`config.mk`:
```
export PLATFORM = sky130hd
export DESIGN_NAME = twiddle_stage_ctrl_flat
export DESIGN_NICKNAME = d
export VERILOG_FILES = /design/src/rtl/twiddle_stage_ctrl_if.sv /design/src/rtl/twiddle_stage_ctrl.sv /design/src/flat_wrapper.sv
export SDC_FILE = /design/constraint.sdc
export NUM_CORES = 1
export LEC_CHECK = 0
export CORE_MARGIN = 8
export CORE_UTILIZATION = 40
export CTS_CLUSTER_SIZE = 40
export DETAILED_ROUTE_END_ITERATION = 6
export PLACE_DENSITY = 0.66
export SLEW_MARGIN = 40
export SYNTH_ARGS = -nofsm -noshare
export SYNTH_HDL_FRONTEND = slang
export SYNTH_SLANG_ARGS = --single-unit
```
`constraint.sdc`:
```
create_clock -name clk -period 8.4 [get_ports clk]
set_clock_uncertainty 0.15 [all_clocks]
set_input_delay 1.68 -clock clk [delete_from_list [all_inputs] [get_ports clk]]
set_output_delay 1.68 -clock clk [all_outputs]
set_load 0.02 [all_outputs]
```
`src/rtl/twiddle_stage_ctrl_if.sv`:
```
// twiddle_stage_ctrl_if: bus bundle between the stage sequencer and its
// surroundings (sample RAM read/write ports, twiddle multiplier, control).
// master = sequencer side, slave = environment side.
interface twiddle_stage_ctrl_if;
  // control
  logic       i_start;
  logic [2:0] i_stage;
  logic       o_busy;
  logic       o_done;
  logic       o_err;
  // sample RAM read port
  logic [4:0] o_rd_addr;
  logic [7:0] i_rd_re;
  logic [7:0] i_rd_im;
  // twiddle multiplier
  logic [7:0] o_x;
  logic [7:0] o_y;
  logic [7:0] o_c;
  logic [8:0] o_c_plus_s;
  logic [8:0] o_c_minus_s;
  logic       o_mult_start;
  logic       i_mult_valid;
  logic [7:0] i_mult_re;
  logic [7:0] i_mult_im;
  // sample RAM write port
  logic       o_wr_en;
  logic [4:0] o_wr_addr;
  logic [7:0] o_wr_re;
  logic [7:0] o_wr_im;

  modport master (
    input  i_start, i_stage, i_rd_re, i_rd_im, i_mult_valid, i_mult_re, i_mult_im,
    output o_busy, o_done, o_err, o_rd_addr, o_x, o_y, o_c, o_c_plus_s, o_c_minus_s,
           o_mult_start, o_wr_en, o_wr_addr, o_wr_re, o_wr_im
  );

  modport slave (
    output i_start, i_stage, i_rd_re, i_rd_im, i_mult_valid, i_mult_re, i_mult_im,
    input  o_busy, o_done, o_err, o_rd_addr, o_x, o_y, o_c, o_c_plus_s, o_c_minus_s,
           o_mult_start, o_wr_en, o_wr_addr, o_wr_re, o_wr_im
  );
endinterface

```
`src/rtl/twiddle_stage_ctrl.sv`:
```
// twiddle_stage_ctrl: sequences the 16 butterflies of one radix-2 DIT stage of
// a 32-point FFT. For each butterfly it reads the bottom operand, looks up the
// Q1.7 twiddle, runs the external twiddle multiplier and writes the rotated
// product back to the bottom address.
// Build option: define TWIDDLE_BYPASS_EN to skip the multiplier for twiddle
// index 0 and write the RAM data back unchanged (exact multiply by 1).
module twiddle_stage_ctrl #(
  parameter int RAM_LAT = 1,  // sample-RAM read latency, 1..3
  parameter int DATA_W  = 8   // fixed by the multiplier
) (
  input  logic                clk,
  input  logic                rst_n,
  twiddle_stage_ctrl_if.master bus
);

  typedef enum logic [2:0] {
    S_IDLE, S_RD, S_LAT, S_START, S_WAIT, S_WR, S_DONE
  } state_t;

  localparam logic [1:0] LAT_LAST = 2'(RAM_LAT - 1);

  state_t            state_reg, state_next;
  logic [3:0]        b_reg, b_next;
  logic [2:0]        stage_reg, stage_next;
  logic [1:0]        lat_reg, lat_next;
  logic [4:0]        rd_addr_reg, rd_addr_next;
  logic [4:0]        wr_addr_reg, wr_addr_next;
  logic [DATA_W-1:0] x_reg, x_next, y_reg, y_next, c_reg, c_next;
  logic [DATA_W:0]   cps_reg, cps_next, cms_reg, cms_next;
  logic [DATA_W-1:0] wr_re_reg, wr_re_next, wr_im_reg, wr_im_next;
  logic              err_reg, err_next;
  logic [3:0]        k_cur;
  logic [7:0]        rom_c, rom_s;

  // Bottom address of butterfly b at stage s: top + half.
  function automatic logic [4:0] bot_of(input logic [3:0] b, input logic [2:0] s);
    logic [5:0] half, pos, top;
    half = 6'd1 << s;
    pos  = {2'b00, b} & (half - 6'd1);
    top  = (({2'b00, b} >> s) << (s + 3'd1)) + pos;
    return 5'(top + half);
  endfunction

  // Twiddle index: position inside the group, scaled to the 16-entry ROM.
  function automatic logic [3:0] k_of(input logic [3:0] b, input logic [2:0] s);
    logic [3:0] mask;
    mask = 4'((5'd1 << s) - 5'd1);
    return 4'((b & mask) << (3'd4 - s));
  endfunction

  assign k_cur = k_of(b_reg, stage_reg);

  // Twiddle ROM: c = min(127, round(128cos)), s = clamp(round(-128sin)).
  always_comb begin
    rom_c = 8'd0;
    rom_s = 8'd0;
    case (k_cur)
      4'd0:  begin rom_c =  8'sd127; rom_s =  8'sd0;   end
      4'd1:  begin rom_c =  8'sd126; rom_s = -8'sd25;  end
      4'd2:  begin rom_c =  8'sd118; rom_s = -8'sd49;  end
      4'd3:  begin rom_c =  8'sd106; rom_s = -8'sd71;  end
      4'd4:  begin rom_c =  8'sd91;  rom_s = -8'sd91;  end
      4'd5:  begin rom_c =  8'sd71;  rom_s = -8'sd106; end
      4'd6:  begin rom_c =  8'sd49;  rom_s = -8'sd118; end
      4'd7:  begin rom_c =  8'sd25;  rom_s = -8'sd126; end
      4'd8:  begin rom_c =  8'sd0;   rom_s =  8'h80;   end
      4'd9:  begin rom_c = -8'sd25;  rom_s = -8'sd126; end
      4'd10: begin rom_c = -8'sd49;  rom_s = -8'sd118; end
      4'd11: begin rom_c = -8'sd71;  rom_s = -8'sd106; end
      4'd12: begin rom_c = -8'sd91;  rom_s = -8'sd91;  end
      4'd13: begin rom_c = -8'sd106; rom_s = -8'sd71;  end
      4'd14: begin rom_c = -8'sd118; rom_s = -8'sd49;  end
      default: begin rom_c = -8'sd126; rom_s = -8'sd25; end
    endcase
  end

  // Next-state logic and next values of all held/registered outputs.
  always_comb begin
    state_next   = state_reg;
    b_next       = b_reg;
    stage_next   = stage_reg;
    lat_next     = lat_reg;
    rd_addr_next = rd_addr_reg;
    wr_addr_next = wr_addr_reg;
    x_next       = x_reg;
    y_next       = y_reg;
    c_next       = c_reg;
    cps_next     = cps_reg;
    cms_next     = cms_reg;
    wr_re_next   = wr_re_reg;
    wr_im_next   = wr_im_reg;
    err_next     = 1'b0;
    case (state_reg)
      S_IDLE: begin
        if (bus.i_start) begin
          if (bus.i_stage <= 3'd4) begin
            stage_next   = bus.i_stage;
            b_next       = 4'd0;
            rd_addr_next = bot_of(4'd0, bus.i_stage);
            state_next   = S_RD;
          end else begin
            err_next = 1'b1;
          end
        end
      end
      S_RD: begin
        lat_next   = 2'd0;
        state_next = S_LAT;
      end
      S_LAT: begin
        if (lat_reg == LAT_LAST) begin
          x_next     = bus.i_rd_re;
          y_next     = bus.i_rd_im;
          c_next     = rom_c;
          cps_next   = {rom_c[7], rom_c} + {rom_s[7], rom_s};
          cms_next   = {rom_c[7], rom_c} - {rom_s[7], rom_s};
          state_next = S_START;
`ifdef TWIDDLE_BYPASS_EN
          if (k_cur == 4'd0) begin
            wr_addr_next = rd_addr_reg;
            wr_re_next   = bus.i_rd_re;
            wr_im_next   = bus.i_rd_im;
            state_next   = S_WR;
          end
`endif
        end else begin
          lat_next = lat_reg + 2'd1;
        end
      end
      S_START: state_next = S_WAIT;
      S_WAIT: begin
        if (bus.i_mult_valid) begin
          wr_addr_next = rd_addr_reg;
          wr_re_next   = bus.i_mult_re;
          wr_im_next   = bus.i_mult_im;
          state_next   = S_WR;
        end
      end
      S_WR: begin
        if (b_reg == 4'd15) begin
          state_next = S_DONE;
        end else begin
          b_next       = b_reg + 4'd1;
          rd_addr_next = bot_of(b_reg + 4'd1, stage_reg);
          state_next   = S_RD;
        end
      end
      default: state_next = S_IDLE;
    endcase
  end

  // State and datapath registers; reset aborts any stage in flight.
  always_ff @(posedge clk or negedge rst_n) begin
    if (!rst_n) begin
      state_reg   <= S_IDLE;
      b_reg       <= '0;
      stage_reg   <= '0;
      lat_reg     <= '0;
      rd_addr_reg <= '0;
      wr_addr_reg <= '0;
      x_reg       <= '0;
      y_reg       <= '0;
      c_reg       <= '0;
      cps_reg     <= '0;
      cms_reg     <= '0;
      wr_re_reg   <= '0;
      wr_im_reg   <= '0;
      err_reg     <= 1'b0;
    end else begin
      state_reg   <= state_next;
      b_reg       <= b_next;
      stage_reg   <= stage_next;
      lat_reg     <= lat_next;
      rd_addr_reg <= rd_addr_next;
      wr_addr_reg <= wr_addr_next;
      x_reg       <= x_next;
      y_reg       <= y_next;
      c_reg       <= c_next;
      cps_reg     <= cps_next;
      cms_reg     <= cms_next;
      wr_re_reg   <= wr_re_next;
      wr_im_reg   <= wr_im_next;
      err_reg     <= err_next;
    end
  end

  assign bus.o_rd_addr    = rd_addr_reg;
  assign bus.o_x          = x_reg;
  assign bus.o_y          = y_reg;
  assign bus.o_c          = c_reg;
  assign bus.o_c_plus_s   = cps_reg;
  assign bus.o_c_minus_s  = cms_reg;
  assign bus.o_mult_start = (state_reg == S_START);
  assign bus.o_wr_en      = (state_reg == S_WR);
  assign bus.o_wr_addr    = wr_addr_reg;
  assign bus.o_wr_re      = wr_re_reg;
  assign bus.o_wr_im      = wr_im_reg;
  assign bus.o_busy       = (state_reg != S_IDLE) && (state_reg != S_DONE);
  assign bus.o_done       = (state_reg == S_DONE);
  assign bus.o_err        = err_reg;

endmodule

```
`src/flat_wrapper.sv`:
```
// flat-port wrapper written by rule: the top's interface ports become plain ports
module twiddle_stage_ctrl_flat 
#(
  parameter int RAM_LAT = 1,                                  
  parameter int DATA_W  = 8                             
)
  (clk, rst_n, bus_i_start, bus_i_stage, bus_i_rd_re, bus_i_rd_im, bus_i_mult_valid, bus_i_mult_re, bus_i_mult_im, bus_o_busy, bus_o_done, bus_o_err, bus_o_rd_addr, bus_o_x, bus_o_y, bus_o_c, bus_o_c_plus_s, bus_o_c_minus_s, bus_o_mult_start, bus_o_wr_en, bus_o_wr_addr, bus_o_wr_re, bus_o_wr_im);
  twiddle_stage_ctrl_if bus_i ();
  input  logic clk;
  input  logic rst_n;
  input wire logic [$bits(bus_i.i_start)-1:0] bus_i_start;
  input wire logic [$bits(bus_i.i_stage)-1:0] bus_i_stage;
  input wire logic [$bits(bus_i.i_rd_re)-1:0] bus_i_rd_re;
  input wire logic [$bits(bus_i.i_rd_im)-1:0] bus_i_rd_im;
  input wire logic [$bits(bus_i.i_mult_valid)-1:0] bus_i_mult_valid;
  input wire logic [$bits(bus_i.i_mult_re)-1:0] bus_i_mult_re;
  input wire logic [$bits(bus_i.i_mult_im)-1:0] bus_i_mult_im;
  output wire logic [$bits(bus_i.o_busy)-1:0] bus_o_busy;
  output wire logic [$bits(bus_i.o_done)-1:0] bus_o_done;
  output wire logic [$bits(bus_i.o_err)-1:0] bus_o_err;
  output wire logic [$bits(bus_i.o_rd_addr)-1:0] bus_o_rd_addr;
  output wire logic [$bits(bus_i.o_x)-1:0] bus_o_x;
  output wire logic [$bits(bus_i.o_y)-1:0] bus_o_y;
  output wire logic [$bits(bus_i.o_c)-1:0] bus_o_c;
  output wire logic [$bits(bus_i.o_c_plus_s)-1:0] bus_o_c_plus_s;
  output wire logic [$bits(bus_i.o_c_minus_s)-1:0] bus_o_c_minus_s;
  output wire logic [$bits(bus_i.o_mult_start)-1:0] bus_o_mult_start;
  output wire logic [$bits(bus_i.o_wr_en)-1:0] bus_o_wr_en;
  output wire logic [$bits(bus_i.o_wr_addr)-1:0] bus_o_wr_addr;
  output wire logic [$bits(bus_i.o_wr_re)-1:0] bus_o_wr_re;
  output wire logic [$bits(bus_i.o_wr_im)-1:0] bus_o_wr_im;
  assign bus_i.i_start = bus_i_start;
  assign bus_i.i_stage = bus_i_stage;
  assign bus_i.i_rd_re = bus_i_rd_re;
  assign bus_i.i_rd_im = bus_i_rd_im;
  assign bus_i.i_mult_valid = bus_i_mult_valid;
  assign bus_i.i_mult_re = bus_i_mult_re;
  assign bus_i.i_mult_im = bus_i_mult_im;
  assign bus_o_busy = bus_i.o_busy;
  assign bus_o_done = bus_i.o_done;
  assign bus_o_err = bus_i.o_err;
  assign bus_o_rd_addr = bus_i.o_rd_addr;
  assign bus_o_x = bus_i.o_x;
  assign bus_o_y = bus_i.o_y;
  assign bus_o_c = bus_i.o_c;
  assign bus_o_c_plus_s = bus_i.o_c_plus_s;
  assign bus_o_c_minus_s = bus_i.o_c_minus_s;
  assign bus_o_mult_start = bus_i.o_mult_start;
  assign bus_o_wr_en = bus_i.o_wr_en;
  assign bus_o_wr_addr = bus_i.o_wr_addr;
  assign bus_o_wr_re = bus_i.o_wr_re;
  assign bus_o_wr_im = bus_i.o_wr_im;
  twiddle_stage_ctrl #(.RAM_LAT(RAM_LAT), .DATA_W(DATA_W)) u_core (.clk(clk), .rst_n(rst_n), .bus(bus_i));
endmodule
```
-- Word level (Yosys, flattened, before mapping)
Memory sizes are Yosys's and may differ from the RTL's.
Index checks and enable logic that the tools add are counted.
- register bits after elaboration: 81
- output and inout port bits: 73
- memories kept: 1
- ROM bits: 256
- shift-type cells: 8
- bitwise logic cells: 2
- muxes and demuxes: 19
- reductions and logical operators: 12
- $add $sub $neg: 12
- $lt $le $gt $ge: 1
- eq/ne operators: 14
- memories (name ; words ; bits a word ; read ports ; clocked after Yosys merged registers in ; wr ports ; RTL line ; source):
    (no name shown) ; 16 ; 16 ; 1 ; 0 ; 0 ; twiddle_stage_ctrl.sv:57 ; case (k_cur)
- operators by type and width (operator ; count):
    $pmux W3 S6 ; 1
    $add A5 B5 Y5 ; 3
    $mux W3 ; 5
    $mux W5 ; 3
    $mux W4 ; 3
    $shl A6 B3 Y5 ; 2
    $pmux W5 S2 ; 1
    $shl A1 B3 Y5 const A ; 2
    $add A8 B8 Y9 ; 1
    $eq A3 B3 Y1 const B ; 3
    $sub A8 B8 Y9 ; 1
    $ne A2 B2 Y1 const B ; 4
    $pmux W4 S2 ; 1
    $reduce_and A4 Y1 ; 2
    $add A3 B1 Y3 const B ; 2
    $eq A3 B2 Y1 const B ; 2
    $reduce_and A2 Y1 ; 3
    $shr A1 B3 Y6 const A ; 1
    $shr A4 B3 Y6 ; 1
    $and A4 B5 Y5 ; 1
    $sub A5 B1 Y5 const B ; 1
    $add A4 B1 Y4 const B ; 1
    $and A4 B4 Y4 ; 1
    $eq A4 B4 Y1 const B ; 1
    18 further kinds ; 22

-- Logic depth before layout (Yosys ltp)
- word-level depth: 7
- depth in mapped cells: 23
- mapped depth without buffers: 20

-- Least setup slack after synthesis
No wires, ideal clock.
- path kind: register to register
- start point: register u_core.stage_reg[1]
- end point: register u_core.cps_reg[7], in the netlist u_core.bus.o_c_plus_s[7]
- setup time: 69 ps
- cell stages (with the launch flop): 23
- clock period less this slack: 4595 ps
- path buffers: 2
- data required time: 8181 ps
- arrival: 4376 ps
- slack: 3805 ps
- path through: dfrtp_1 -> clkbuf_1 -> inv_1 -> ha_1 -> ha_1 -> buf_6 -> nand2b_4 -> mux2_4 -> nor2_1 -> o21ai_0 -> ha_1 -> nor2_1 -> nand2_1 -> a21oi_1 -> inv_1 -> ha_1 -> nor2b_1 -> o21ai_0 -> nand2b_1 -> a21o_1 -> a31o_2 -> or4_1 -> nand3_1
- word-level cells in the longest chain between the ends: 6
- elaborated cells between the ends (all ways): 7
- those cells by class: 3 x add/sub; 2 x shift; 1 x bitwise; 1 x memory
- ends and longest elaborated chain (element ; RTL line ; source):
    from (decl) ; twiddle_stage_ctrl.sv:24 ; logic [2:0] stage_reg, stage_next;
    from (signal assigned) ; twiddle_stage_ctrl.sv:172 ; stage_reg <= stage_next;
    $shl A1 B3 Y4 ; twiddle_stage_ctrl.sv:47 ; mask = 4'((5'd1 << s) - 5'd1);
    $sub A4 B1 Y4 ; twiddle_stage_ctrl.sv:47 ;
    $and A4 B4 Y4 ; twiddle_stage_ctrl.sv:48 ; return 4'((b & mask) << (3'd4 - s));
    $shl A4 B3 Y4 (*) ; twiddle_stage_ctrl.sv:48 ;
    $mem_v2 Z16 W16 (*) ; - ;
    net u_core.rom_c[1] ; twiddle_stage_ctrl.sv:33 ; logic [7:0] rom_c, rom_s;
    $add A8 B8 Y9 (*) ; twiddle_stage_ctrl.sv:115 ; cps_next = {rom_c[7], rom_c} + {rom_s[7], rom_s};
    to (signal assigned) ; twiddle_stage_ctrl.sv:179 ; cps_reg <= cps_next;
    to (decl) ; twiddle_stage_ctrl.sv:29 ; logic [DATA_W:0] cps_reg, cps_next, cms_reg, cms_next;
Mark *: on every way through the listed nets, which the timed path passes. The rest lies on a longest branch.
A chain may end at the register's enable or synchronous reset.

-- Final worst setup path
- start point: register u_core.stage_reg[0]
- end point: register u_core.cps_reg[7], in the netlist u_core.bus.o_c_plus_s[7]
Same word-level chain as after synthesis.

==> results.txt <==
----------------------------------------------------
[Yosys]
  Net count of the mapped netlist ... roughly 630
  Distinct cells, synth ... just under 70
  Synth Register Bits ... 80
  Share of synthesized flip-flops with an asynchronous set or reset ... 1.000
  Most common library cells after synthesis ... sky130_fd_sc_hd__nand2_1, sky130_fd_sc_hd__dfrtp_1, sky130_fd_sc_hd__ha_1, sky130_fd_sc_hd__nor2_1
  Top FF cell, synth ... sky130_fd_sc_hd__dfrtp_1
  Post-synthesis cell type with the largest combined area ... sky130_fd_sc_hd__dfrtp_1
  Gate Count Post-Synth ... ~550
  Post-synth EDFFs ... 0
  Count of warnings emitted by yosys ... 0
  Summed instance area of the synthesized netlist ... ~0.005 mm²
  Area share of the largest cell type after synthesis ... 0.3916
  Cells taking the most area after synthesis ... sky130_fd_sc_hd__dfrtp_1, sky130_fd_sc_hd__ha_1, sky130_fd_sc_hd__nand2_1, sky130_fd_sc_hd__mux2_2, sky130_fd_sc_hd__xnor2_1
  Average instance area after synthesis ... slightly above 9 µm²
  Post-synthesis sequential area ratio ... 0.3916
  Most frequently used cell type in the post-synthesis netlist ... sky130_fd_sc_hd__nand2_1

[CTS]
  CTS tree ... yes
  Hold_buf cts ... 0
  Sink Count ... 80
  Insertion delay to the later sink of the worst-skew pair ... about 330 ps
  Post-CTS setup buffers ... 0
  Number of buffers created by CTS ... 9
  Max H-tree Level ... 3
  CTS Root Cell ... sky130_fd_sc_hd__clkbuf_16
  Buffer depth of the longest clock path ... 2
  PostCTS Resize Cnt ... 0
  Clock transition time at the flip-flop clock pins of the worst setup and hold paths ... ~60 ps

[Timing]
  Headroom to the max-slew limit ... 0.5843
  Min Tclk post-route ... 5518 ps
  Achievable Freq ... around 0.18 GHz
  Count of pins over their slew limit ... 0
  Slew at the pin closest to its max-slew limit ... ~620 ps
  Portion of the clock cycle consumed by the worst path in the final layout ... 0.6569
  Final count of negative-setup-slack endpoints ... 0
  Endpoints failing hold ... 0
  Fin Setup TNS ... 0 ps
  Unrepaired setup endpoints after global routing ... no

[Route]
  Iteration count of the initial detailed-routing pass ... 4
  Residual antenna-violating net count after detailed routing ... 0
  Final wirelength ... around 13000 µm
  Number of vias in the routed layout ... approximately 4200
  Number of DRC markers after the initial detailed-route iteration ... between 200 and 250
  Post-route DRC violation count ... 0
  Routed wirelength normalized by instance count ... 15.42 µm
  Vias per cell ... a little over 5

[Worst setup path]
  Largest delay contributor family on the critical path ... simple AND/OR/NAND/NOR gates
  Critical-path cell with the highest stage delay ... sky130_fd_sc_hd__dfrtp_1
  Critical Path Max Stage Delay ... roughly 660 ps
  Category of the worst setup path launch point ... register
  Critical path buffers and inverters ... 2
  Critical-path maximum fanout ... 16
  Crit-path cells ... clkinv_1 > ha_1 > ha_1 > nand2b_4 > mux2_4 > nor2_1 > o21ai_0 > ha_1 > nor2_1 > nand2_1 > a21oi_1 > inv_1 > ha_1 > nor2b_1 > o21ai_0 > nand2b_1 > a21o_1 > a31o_2 > or4_1 > nand3_1
  Worst Path Required ... 8510 ps
  Setup crit end kind ... register
  Worst Path Arrival ... 5630 ps
  Most repeated library cell on the critical path ... sky130_fd_sc_hd__ha_1
  Path type of the worst setup path ... register to register

[Cells and area]
  Net count, final ... 727
  Growth of design area from synthesis to finish ... 29.88%
  Proportion of layout cells with a drive suffix above 1 ... 0.1118
  Flip-flop count of the largest register, all copies and words added ... 9
  # diodes ... 0

[GRT]
  Pin count of the biggest net entering global routing ... 81
  Number of antenna violations at the first check in global routing ... 0
  Aggregate global-route resource usage ... 0.1577
  First-pass GRT wire length ... approximately 21000 µm
  Total congestion overflow ... 0
  Vias in the first global route ... ~4400

[Floorplanning]
  Starting density of the core ... 0.4068
  Area inside the core boundary ... about 0.013 mm²
  Overall die area ... 0.01666 mm²
  Std-Cell Rows ... slightly above 40
  Horizontal die dimension ... between 100 and 150 µm
  Top Ports ... 112
  Height of the chip ... between 100 and 150 µm

[Place]
  Global placer's final weighted congestion ... 0.8262
  Number of port buffers ... ~110
  Post-detailed-placement half-perimeter wirelength ... between 9000 and 10000 µm

[Power]
  Worst supply voltage drop on vdd ... between 0.2 and 0.25 mV
  Pwr per Cell Area ... approximately 430 mW/mm²
  Lkg Pwr ... ~0.0030 µW
  Power Total ... around 2900 µW

[Outcome]
  Status ... finished, final reports clean

[Worst hold path]
  Class of the tightest hold or removal check ... register to register

[Run]
  Number of max-cap violations ... 0

----------------------------------------------------
==> final timing paths <==
check,from,end,slack (ps),cells after the start
max in group asynchronous,rst_n,u_core.state_reg[0],6510,2
worst min register to register,u_core.bus.o_c_minus_s[1],u_core.bus.o_c_minus_s[1],320,2
worst max-delay path,u_core.stage_reg[0],u_core.bus.o_c_plus_s[7],2880,20
worst min-delay path,u_core.bus.o_c_minus_s[1],u_core.bus.o_c_minus_s[1],320,2
worst max register to register,u_core.stage_reg[0],u_core.bus.o_c_plus_s[7],2880,20
min in group asynchronous,rst_n,u_core.bus.o_c_plus_s[4],1040,1
==> per-stage QoR <==
| step | utilization | hold slack, ps | instances | worst slack (ps) | cell area (µm²) |
|---|---|---|---|---|---|
| 3_3_place_gp | 0.5008 | 307.2 | 807 | 3202 | 6295 |
| 5_1_grt | 0.5283 | 357.4 | 825 | 2323 | 6640 |
| 3_5_place_dp | 0.5023 | 314.2 | 808 | 2956 | 6314 |
| 4_1_cts | 0.5261 | 327.9 | 824 | 2885 | 6613 |
| 6_report | 0.5283 | 324.1 | 825 | 2882 | 6640 |
| 2_1_floorplan | - | 321.7 | 552 | 3805 | 5112 |
==> final cells by class <==
| cell class | count | area [µm²] |
|---|---|---|
| Fill cell | 1162 | 5928 |
| Multi-Input combinational cell | 408 | 2823 |
| Sequential cell | 80 | 2002 |
| Timing Repair Buffer | 115 | 1166 |
| Clock buffer | 11 | 242.7 |
| Tap cell | 172 | 215.2 |
| Inverter | 34 | 135.1 |
| Clock inverter | 5 | 56.30 |
==> metal layers <==
layer,GRT usage,vias up,share of wire
met3,0.05793,13,0.085
met2,0.2577,109,0.47
li1,-,2074,-
met1,0.1918,2021,0.43
met4,0.04285,0,0.015
met5,0,-,0
==> placed cells by master (no fill, tap or decap), types with 14 or more instances in the layout <==
master	synthesis	layout
sky130_fd_sc_hd__mux2_2	25	25
sky130_fd_sc_hd__inv_1	29	29
sky130_fd_sc_hd__nor2_1	31	31
sky130_fd_sc_hd__xnor2_1	18	18
sky130_fd_sc_hd__clkdlybuf4s50_1	0	110
sky130_fd_sc_hd__o21ai_0	29	29
sky130_fd_sc_hd__dfrtp_1	80	80
sky130_fd_sc_hd__nand2_1	103	103
sky130_fd_sc_hd__a21oi_1	25	24
sky130_fd_sc_hd__nand3_1	14	14
sky130_fd_sc_hd__ha_1	34	34
==> logic make-up (layout without fill, tap and decap cells) <==
group / Yosys count / count (layout) / share of synthesized area
compound gates: 105 / 105 / 0.1341
xor+xnor: 20 / 20 / 0.03426
fa+ha+maj: 40 / 40 / 0.1067
buf+inv: 64 / 165 / 0.05947
flops: 80 / 80 / 0.3916
mux: 36 / 36 / 0.08052
simple gates: 207 / 207 / 0.1933
==> worst reg2reg max path, cell delays in order (launching register included) <==
cell	delay [ps]
sky130_fd_sc_hd__dfrtp_1	660
sky130_fd_sc_hd__clkinv_1	390
sky130_fd_sc_hd__ha_1	360
sky130_fd_sc_hd__ha_1	300
sky130_fd_sc_hd__nand2b_4	170
sky130_fd_sc_hd__mux2_4	310
sky130_fd_sc_hd__nor2_1	120
sky130_fd_sc_hd__o21ai_0	200
sky130_fd_sc_hd__ha_1	290
sky130_fd_sc_hd__nor2_1	230
sky130_fd_sc_hd__nand2_1	160
sky130_fd_sc_hd__a21oi_1	300
sky130_fd_sc_hd__inv_1	170
sky130_fd_sc_hd__ha_1	320
sky130_fd_sc_hd__nor2b_1	50
sky130_fd_sc_hd__o21ai_0	190
sky130_fd_sc_hd__nand2b_1	120
sky130_fd_sc_hd__a21o_1	210
sky130_fd_sc_hd__a31o_2	250
sky130_fd_sc_hd__or4_1	410
sky130_fd_sc_hd__nand3_1	100
==> report_power, final <==
part,internal (µW),switching (µW),leakage [µW],total (µW)
clock network,238,153,0.000145,391
logic,786,981,0.00182,1770
registers,563,143,0.000983,706
total,1590,1280,0.00295,2860
(Power assumes the default switching activity.)
